==> src/rtl/link_pkg.sv <==
// link_pkg: shared types and constants for the req/ack byte link.
//   state_e     : initiator FSM states (IDLE, WAIT_ACK_HI, WAIT_ACK_LO, ERR)
//   LINK_DATA_W : default link data width
//   BYTE_CNT_W  : width of the transferred-byte counter and timeout counter
package link_pkg;

  localparam int unsigned LINK_DATA_W = 8;
  localparam int unsigned BYTE_CNT_W  = 8;

  typedef enum logic [1:0] {
    IDLE        = 2'd0,
    WAIT_ACK_HI = 2'd1,
    WAIT_ACK_LO = 2'd2,
    ERR         = 2'd3
  } state_e;

endpackage

==> src/rtl/link_master_fsm_if.sv <==
// link_if: 4-phase req/ack byte link.
//   req  : request, driven by the initiator
//   data : byte on the link, driven by the initiator, stable while req=1
//          and until ack returns low
//   ack  : acknowledge, driven by the responder
// Modports: master (initiator side), slave (responder side).
interface link_if import link_pkg::*; #(
  parameter int unsigned DATA_W = LINK_DATA_W
) ();

  logic              req;
  logic              ack;
  logic [DATA_W-1:0] data;

  modport master (output req, output data, input ack);
  modport slave  (input req, input data, output ack);

endinterface

==> src/rtl/link_timeout_ctr.sv <==
// link_timeout_ctr: wait-cycle counter for the link initiator.
//   clk     : rising-edge clock
//   rst     : asynchronous active-low reset
//   clr     : clears the count (state change this cycle)
//   en      : count this cycle (FSM is waiting on an ack edge)
//   expired : the current wait cycle is the TIMEOUT_CYC-th one
module link_timeout_ctr import link_pkg::*; #(
  parameter int unsigned TIMEOUT_CYC = 16
) (
  input  logic clk,
  input  logic rst,
  input  logic clr,
  input  logic en,
  output logic expired
);

  localparam logic [BYTE_CNT_W-1:0] LAST_CNT = BYTE_CNT_W'(TIMEOUT_CYC - 1);

  logic [BYTE_CNT_W-1:0] cnt;

  // Expiry is flagged on the edge that would make the count reach
  // TIMEOUT_CYC, so the FSM leaves after exactly TIMEOUT_CYC wait cycles.
  assign expired = en && !clr && (cnt == LAST_CNT);

  always_ff @(posedge clk or negedge rst) begin
    if (!rst) begin
      cnt <= '0;
    end else if (clr) begin
      cnt <= '0;
    end else if (en && (cnt != '1)) begin
      cnt <= cnt + 1'b1;
    end
  end

endmodule

==> src/rtl/link_master_fsm.sv <==
// link_master_fsm: initiator end of the 4-phase req/ack byte link.
// On start it sends BURST_LEN bytes (base, base+1, ...) one per full
// handshake: raise req with data, wait ack high, drop req, wait ack low.
//   clk      : rising-edge clock
//   rst      : asynchronous active-low reset
//   start    : burst request, sampled in IDLE (and ERR)
//   base     : first byte of the burst, captured on accepted start
//   lnk      : link_if.master (req, data out; ack in)
//   busy     : burst in progress
//   done     : one-cycle pulse after the final handshake
//   byte_cnt : bytes fully transferred in the current or last burst
//   err      : sticky handshake-timeout flag
// Optional feature macro: LINK_MASTER_TIMEOUT_EN enables a per-edge wait
// timeout (TIMEOUT_CYC cycles) that aborts into ERR; otherwise the FSM
// waits on ack indefinitely and err stays 0.
module link_master_fsm import link_pkg::*; #(
  parameter int unsigned BURST_LEN   = 4,
  parameter int unsigned DATA_W      = LINK_DATA_W,
  parameter int unsigned TIMEOUT_CYC = 16
) (
  input  logic                  clk,
  input  logic                  rst,
  input  logic                  start,
  input  logic [DATA_W-1:0]     base,
  link_if.master                lnk,
  output logic                  busy,
  output logic                  done,
  output logic [BYTE_CNT_W-1:0] byte_cnt,
  output logic                  err
);

  if (BURST_LEN < 1 || BURST_LEN > 255) begin : g_bad_burst_len
    $error("link_master_fsm: BURST_LEN must be 1..255");
  end
  if (TIMEOUT_CYC < 2 || TIMEOUT_CYC > 255) begin : g_bad_timeout
    $error("link_master_fsm: TIMEOUT_CYC must be 2..255");
  end

  localparam logic [BYTE_CNT_W-1:0] BURST_LAST = BYTE_CNT_W'(BURST_LEN);

  state_e                state;
  logic [BYTE_CNT_W-1:0] cnt_next;
  logic                  last_byte;
  logic                  expired;

  assign cnt_next  = byte_cnt + 1'b1;
  assign last_byte = (cnt_next >= BURST_LAST);

`ifdef LINK_MASTER_TIMEOUT_EN
  logic waiting;
  logic state_chg;

  assign waiting = (state == WAIT_ACK_HI) || (state == WAIT_ACK_LO);

  // Mirrors the FSM's transition conditions so the counter restarts on the
  // same edge the state changes; outside the wait states it is held clear.
  always_comb begin
    state_chg = 1'b1;
    case (state)
      WAIT_ACK_HI: state_chg = lnk.ack;
      WAIT_ACK_LO: state_chg = !lnk.ack;
      default:     state_chg = 1'b1;
    endcase
  end

  link_timeout_ctr #(
    .TIMEOUT_CYC (TIMEOUT_CYC)
  ) u_timeout_ctr (
    .clk     (clk),
    .rst     (rst),
    .clr     (state_chg),
    .en      (waiting),
    .expired (expired)
  );
`else
  assign expired = 1'b0;
`endif

  always_ff @(posedge clk or negedge rst) begin
    if (!rst) begin
      state    <= IDLE;
      lnk.req  <= 1'b0;
      lnk.data <= '0;
      busy     <= 1'b0;
      done     <= 1'b0;
      byte_cnt <= '0;
      err      <= 1'b0;
    end else begin
      done <= 1'b0;
      case (state)
        IDLE, ERR: begin
          if (start) begin
            lnk.data <= base;
            lnk.req  <= 1'b1;
            busy     <= 1'b1;
            byte_cnt <= '0;
            err      <= 1'b0;
            state    <= WAIT_ACK_HI;
          end
        end
        WAIT_ACK_HI: begin
          if (lnk.ack) begin
            lnk.req <= 1'b0;
            state   <= WAIT_ACK_LO;
          end else if (expired) begin
            lnk.req <= 1'b0;
            busy    <= 1'b0;
            err     <= 1'b1;
            state   <= ERR;
          end
        end
        WAIT_ACK_LO: begin
          if (!lnk.ack) begin
            byte_cnt <= cnt_next;
            if (!last_byte) begin
              lnk.data <= lnk.data + 1'b1;
              lnk.req  <= 1'b1;
              state    <= WAIT_ACK_HI;
            end else begin
              busy  <= 1'b0;
              done  <= 1'b1;
              state <= IDLE;
            end
          end else if (expired) begin
            lnk.req <= 1'b0;
            busy    <= 1'b0;
            err     <= 1'b1;
            state   <= ERR;
          end
        end
        default: state <= IDLE;
      endcase
    end
  end

endmodule

==> src/flat_wrapper.sv <==
// flat-port wrapper written by rule: the top's interface ports become plain ports
module link_master_fsm_flat import link_pkg::*;
#(
  parameter int unsigned BURST_LEN   = 4,
  parameter int unsigned DATA_W      = LINK_DATA_W,
  parameter int unsigned TIMEOUT_CYC = 16
)
  (clk, rst, start, base, busy, done, byte_cnt, err, lnk_req, lnk_data, lnk_ack);
  link_if #(.DATA_W(DATA_W)) lnk_i ();
  input  logic clk;
  input  logic rst;
  input  logic start;
  input  logic [DATA_W-1:0] base;
  output logic busy;
  output logic done;
  output logic [BYTE_CNT_W-1:0] byte_cnt;
  output logic err;
  output wire logic [$bits(lnk_i.req)-1:0] lnk_req;
  output wire logic [$bits(lnk_i.data)-1:0] lnk_data;
  input wire logic [$bits(lnk_i.ack)-1:0] lnk_ack;
  assign lnk_req = lnk_i.req;
  assign lnk_data = lnk_i.data;
  assign lnk_i.ack = lnk_ack;
  link_master_fsm #(.BURST_LEN(BURST_LEN), .DATA_W(DATA_W), .TIMEOUT_CYC(TIMEOUT_CYC)) u_core (.clk(clk), .rst(rst), .start(start), .base(base), .lnk(lnk_i), .busy(busy), .done(done), .byte_cnt(byte_cnt), .err(err));
endmodule
==> config.mk <==
export PLATFORM = sky130hd
export DESIGN_NAME = link_master_fsm_flat
export DESIGN_NICKNAME = d
export VERILOG_FILES = /design/src/rtl/link_pkg.sv /design/src/rtl/link_master_fsm_if.sv /design/src/rtl/link_timeout_ctr.sv /design/src/rtl/link_master_fsm.sv /design/src/flat_wrapper.sv
export SDC_FILE = /design/constraint.sdc
export NUM_CORES = 1
export LEC_CHECK = 0
export CORE_ASPECT_RATIO = 1.2
export CORE_UTILIZATION = 53
export CTS_CLUSTER_SIZE = 30
export DETAILED_ROUTE_END_ITERATION = 8
export GPL_ROUTABILITY_DRIVEN = 1
export PLACE_DENSITY = 0.94
export SETUP_SLACK_MARGIN = 0.1
export SYNTH_ARGS = -nofsm -noshare
export SYNTH_HDL_FRONTEND = slang
export SYNTH_SLANG_ARGS = --single-unit
==> constraint.sdc <==
create_clock -name clk -period 3.4 [get_ports clk]
set_clock_uncertainty 0.15 [all_clocks]
set_input_delay 0.68 -clock clk [delete_from_list [all_inputs] [get_ports clk]]
set_output_delay 0.68 -clock clk [all_outputs]
set_load 0.03 [all_outputs]
==> results.cfg, run 1 <==
[power_and_ir_drop]
leakage_nw = 0.6925
powerDensity_mw_per_mm2 = 837.5
finalPower_mw = 1.402
ir_drop_v = 0.0006814

[placement]
gp_congestion = 0.8785
port_buffers = 30
place_hpwl_um = 2299
postPlaceCellArea_mm2 = 0.001647

[drt]
route.detailed.drc = 0
num_vias = 1305
drt-initial-drc-count = 46
postRouteAntennaNets = 0
via_per_inst = 6.156
wirelength_um = 3114
first_pass_iters = 5
wire_per_inst_um = 14.69

[clock_tree]
holdBufCountCts = 0
cts_resized = 0
clock-sinks = 21
clk_pin_slew_ns = 0.12
postCtsSetupBuffers = 0
clock_latency_ns = 0.31
ctsHtreeMaxLevel = 1
root_buffer = clkbuf_4
cts_tree = done
cts.path.max_buffers = 2
numCtsBuffers = 3

[layout]
fin_util = 0.7186
fin_area_mm2 = 0.001674
final_nets = 198
drive_gt1_frac = 0.07182
nFillCells = 189
area_delta_synth_final_pct = 25.52
diodes = 0

[critical_path]
cp-end-kind = flip-flop
critical_path_class = flip-flop to flip-flop
worstPathRequired_ns = 3.50
start_kind = flip-flop
cp.arrival_ns = 2.68
path_max_fanout = 23
reg2reg_slack_ns = 0.82

[global_route]
antenna_found_initial = 0
grt_max_degree = 24
grt_first_pass_wirelength_um = 5092
grt-ovfl-total = 0
grt_pass1_vias = 1129
grt_usage = 0.2539

[logic_synthesis]
ys_types = 47
synth_top_area_cell = dfrtp_1
synth_cells = 152
synth_area_mm2 = 0.001334
yosysWarnings = 0
yosys.area.top_type_share = 0.3940
synth_area_leaders = dfrtp_1 39%, nand2_1 5.1%, o21ai_0 4.5%
yosysSeqAreaShare = 0.3940
ys_ff_latch = 21
synth_nets = 168
synth_area_per_cell_um2 = 8.775

[floorplan]
io_pins = 32
coreArea_mm2 = 0.002330
die_area_mm2 = 0.002722
rows = 19
initial_core_util = 0.5725
die-width_um = 47.80
die_h_um = 56.96

[timing]
fmax_mhz = 386.9
finalSetupTns_ns = 0
tightest_slew_ns = 0.9362
min_period_ns = 2.585
hold_violations = 0
setup_viol = 0
rsz0062_at_grt = false
finalHoldWorstSlack_ns = 0.3735
slew_headroom = 0.3739
finalCritPeriodShare = 0.7602
slew_violations = 0

[flow_run]
drv_cap = 0

[worst_hold_path]
hold_path_class = flip-flop to flip-flop

[run_status]
status = finished, final reports clean
[layer usage]
| layer | part of all wire | GRT usage | vias up |
|---|---|---|---|
| met5 | 0 | 0 | - |
| met4 | 0.010 | 0.09127 | 0 |
| met3 | 0.050 | 0.04747 | 6 |
| met2 | 0.51 | 0.4015 | 54 |
| met1 | 0.43 | 0.3388 | 624 |
| li1 | - | - | 621 |
[synth_stat cells, drive strengths merged]
| master | count |
|---|---|
| and3 | 1 |
| o2bb2ai | 1 |
| o21bai | 1 |
| nand4 | 4 |
| a311o | 1 |
| nand2b | 2 |
| clkbuf | 4 |
| mux2 | 1 |
| mux2i | 1 |
| o31ai | 4 |
| a21oi | 9 |
| nand3b | 2 |
| o21a | 1 |
| dfrtp | 21 |
| and4 | 1 |
| nor2b | 1 |
| buf | 2 |
| o32ai | 2 |
| a2111o | 1 |
| nand3 | 7 |
| nor3b | 2 |
| a211oi | 1 |
| a41oi | 1 |
| a21o | 2 |
| or4 | 1 |
| a31oi | 2 |
| o22ai | 5 |
| and2 | 4 |
| o41ai | 1 |
| a22oi | 1 |
| nand2 | 19 |
| inv | 7 |
| a22o | 2 |
| nor2 | 14 |
| nor3 | 1 |
| nor4 | 1 |
| o21ai | 12 |
| or2 | 1 |
| o211ai | 3 |
| ha | 4 |
| conb | 1 |
[critical path, cell delays in order (launching register included)]
cell and delay (ns):
dfrtp_1 0.43, inv_1 0.07, ha_1 0.61, nand3b_1 0.53, or4_1 0.64, nand3_1 0.09
[state kept, by name, indices dropped and copies added (netlist names)]
| name | count |
|---|---|
| u_core.busy | 1 |
| u_core.byte_cnt | 8 |
| u_core.done | 1 |
| u_core.lnk.data | 8 |
| u_core.lnk.req | 1 |
| u_core.state | 2 |
[cells in the final DEF (no fill, tap or decap), types with 4 or more instances in the layout]
cell type,netlist,routed
clkdlybuf4s50_1,0,30
dfrtp_1,21,21
nand2_1,18,18
nor2_1,14,14
o21ai_0,12,12
a21oi_1,9,9
inv_1,7,7
nand3_1,6,6
o22ai_1,5,5
nand4_1,4,4
o31ai_1,4,4
ha_1,4,4
[final cells by class]
class,count,area (um2),area share
Sequential cell,21,525.5,0.3139
Tap cell,31,38.79,0.02317
Clock buffer,3,22.52,0.01345
Multi-Input combinational cell,118,748.2,0.4469
Clock inverter,1,5.005,0.002990
Inverter,7,26.28,0.01570
Timing Repair Buffer,31,307.8,0.1839
[cell families after synthesis]
kind of cell | after synthesis | share of synthesized area
and+or+nand+nor | 61 | 0.2402
AOI/OAI and AO/OA | 50 | 0.2645
DFF | 21 | 0.3940
buffers and inverters | 13 | 0.04503
adders and majority gates | 4 | 0.03752
muxes | 2 | 0.01595
other | 1 | 0.002812
[path summary, 6_finish.rpt]
kind / from / endpoint / cells past startpoint
worst max-delay path: u_core.state[0] / u_core.lnk.data[4] / 5
worst min-delay path: u_core.busy / u_core.busy / 2
worst max register to register: u_core.state[0] / u_core.lnk.data[4] / 5
worst min register to register: u_core.busy / u_core.busy / 2
max in group asynchronous: rst / u_core.byte_cnt[3] / 1
min in group asynchronous: rst / u_core.byte_cnt[2] / 1
[stage by stage]
stage / cells / setup WS [ns]
floorplan: 152 / 1.104
global placement: 208 / 0.7891
detailed placement: 208 / 0.7310
CTS: 212 / 0.8290
global route: 212 / 0.6209
finish: 212 / 0.8153
[report_power, final]
part           switching (mW)  internal (mW)
Sequential              0.103          0.328
Clock                  0.0763         0.0439
Combinational           0.497          0.354
Total                   0.677          0.725
(Power assumes the default switching activity.)
==> inputs of run 2 (changes only) <==
--- a/config.mk
+++ b/config.mk
@@ -6,11 +6,11 @@
 export NUM_CORES = 1
 export LEC_CHECK = 0
 export CORE_ASPECT_RATIO = 1.2
-export CORE_UTILIZATION = 53
+export CORE_UTILIZATION = 49
 export CTS_CLUSTER_SIZE = 30
 export DETAILED_ROUTE_END_ITERATION = 8
 export GPL_ROUTABILITY_DRIVEN = 1
-export PLACE_DENSITY = 0.94
+export PLACE_DENSITY = 0.88
 export SETUP_SLACK_MARGIN = 0.1
 export SYNTH_ARGS = -nofsm -noshare
 export SYNTH_HDL_FRONTEND = slang
==> constraint.sdc (replaced) <==
create_clock -name clk -period 2.65 [get_ports clk]
set_clock_uncertainty 0.15 [all_clocks]
set_input_delay 0.53 -clock clk [delete_from_list [all_inputs] [get_ports clk]]
set_output_delay 0.53 -clock clk [all_outputs]
set_load 0.03 [all_outputs]
==> run 2 against run 1 <==
Compared with the run above:
- worst setup slack got worse by 0.51 ns
- cell count increased by 2.4%
- clock power grew 33%
- fmax rose by 10%
- global-route usage grew 0.23 points
- first-iteration DRC count fell by 41%
- design area up 1.4%
- sequential share of layout area is 0.44 points lower
- non-clock buffer count increased by 3
- routed wire length increased by 5.3%
- register-to-register slack worse by 0.51 ns
==> results.cfg, run 2 (synthesis results as in run 1) <==
[layout]
fin_area_mm2 = 0.001698
diodes = 0
final_common_cell = clkdlybuf4s50_1
area_delta_synth_final_pct = 27.30
fin_cells = 217
fin_util = 0.6652
final_cell_mix = 30 x clkdlybuf4s50_1, 21 x dfrtp_1, 18 x nand2_1
final_nets = 201
drive_gt1_frac = 0.08152
nFillCells = 233
largest_registers = u_core.byte_cnt x8, u_core.lnk.data x8, u_core.state x2

[clock_tree]
cts.path.max_buffers = 2
cts_resized = 0
holdBufCountCts = 0
cts_tree = done
postCtsSetupBuffers = 0
root_buffer = clkbuf_4
clock-sinks = 21
clock_latency_ns = 0.31
numCtsBuffers = 3
clk_pin_slew_ns = 0.12
ctsHtreeMaxLevel = 1

[drt]
num_vias = 1276
postRouteAntennaNets = 0
drt-initial-drc-count = 27
first_pass_iters = 4
via_per_inst = 5.880
route.detailed.drc = 0
wire_per_inst_um = 15.12
wirelength_um = 3280

[timing]
fin_ws_ns = 0.3076
hold_violations = 0
setup_viol = 0
slew_violations = 0
min_period_ns = 2.342
finalSetupTns_ns = 0
finalHoldWorstSlack_ns = 0.3939
rsz0062_at_grt = false
finalCritPeriodShare = 0.8839
fmax_mhz = 426.9

[global_route]
antenna_found_initial = 0
grt_max_degree = 22
grt_usage = 0.2562
grt-ovfl-total = 0
grt_first_pass_wirelength_um = 5685
grt_pass1_vias = 1297

[floorplan]
rows = 20
coreArea_mm2 = 0.002552
die_h_um = 59.15
die-width_um = 49.63
initial_core_util = 0.5225
io_pins = 32
die_area_mm2 = 0.002935

[placement]
post-place-cells = 213
dp_slack_ns = 0.2268
postPlaceCellArea_mm2 = 0.001672
gp_congestion = 0.9606
port_buffers = 30
place_hpwl_um = 2440

[critical_path]
critical_path_class = flip-flop to flip-flop
r2r-start = u_core.byte_cnt[0]
r2r-end = u_core.lnk.data[7]
path_max_fanout = 7
cp-end-kind = flip-flop
reg2reg_slack_ns = 0.31
crit_end = u_core.lnk.data[7]
crit_start = u_core.byte_cnt[0]
reg2reg_depth = 7
cp.arrival_ns = 2.39
worstPathRequired_ns = 2.70
start_kind = flip-flop

[power_and_ir_drop]
p_seq_frac = 0.296
switching_power_mw = 0.8941
combPwrFrac = 0.617
ir_drop_v = 0.0006956
swShare = 0.4864
clkPwrFrac = 0.087
powerDensity_mw_per_mm2 = 1083
internal-power_mw = 0.9440
finalPower_mw = 1.838
leakage_nw = 0.7041

[run_status]
status = finished, final reports clean

[worst_hold_path]
hold_path_class = flip-flop to flip-flop

[flow_run]
drv_cap = 0
## run 2: layout make-up
cell class                      instances  area [um2]  share of cell area
Multi-Input combinational cell        118       748.2              0.4407
Sequential cell                        21       525.5              0.3095
Timing Repair Buffer                   34       330.3              0.1945
Tap cell                               33       41.29             0.02432
Clock buffer                            4       26.28             0.01548
Inverter                                7       26.28             0.01548
## run 2: worst min path at each step
stage | depth (start not counted) | slack (ns) | start | end
final | 2 | 0.39 | u_core.state[1] | u_core.state[1]
after global routing | 2 | 0.42 | rst | u_core.byte_cnt[5]
after CTS | 2 | 0.40 | u_core.busy | u_core.busy
after detailed placement | 2 | 0.37 | u_core.busy | u_core.busy
after global placement | 2 | 0.36 | u_core.state[1] | u_core.state[1]
after floorplan | 0 | 0.08 | rst | u_core.busy
## run 2: per-layer routing
| metal | share of wire | GRT usage | vias to the layer above |
|---|---|---|---|
| met5 | 0 | 0 | - |
| met4 | 0.016 | 0.1388 | 0 |
| met3 | 0.035 | 0.03846 | 6 |
| met2 | 0.52 | 0.4479 | 41 |
| met1 | 0.43 | 0.3023 | 604 |
| li1 | - | - | 625 |
## run 2: critical path: stages, from the launching register on
cell,delay [ns]
dfrtp_1,0.45
ha_1,0.27
and4_1,0.27
nand2_1,0.10
o211ai_2,0.34
and2_1,0.28
a31oi_1,0.10
a311o_1,0.27
## run 2: power groups by stage
stage / Sequential [mW] / Clock (mW) / Combinational (mW)
final: 0.544 / 0.160 / 1.13
after global routing: 0.565 / 0.177 / 1.25
after CTS: 0.542 / 0.164 / 1.14
after detailed placement: 0.546 / 0 / 1.14
after global placement: 0.542 / 0 / 1.10
after floorplan: 0.679 / 0 / 0.619
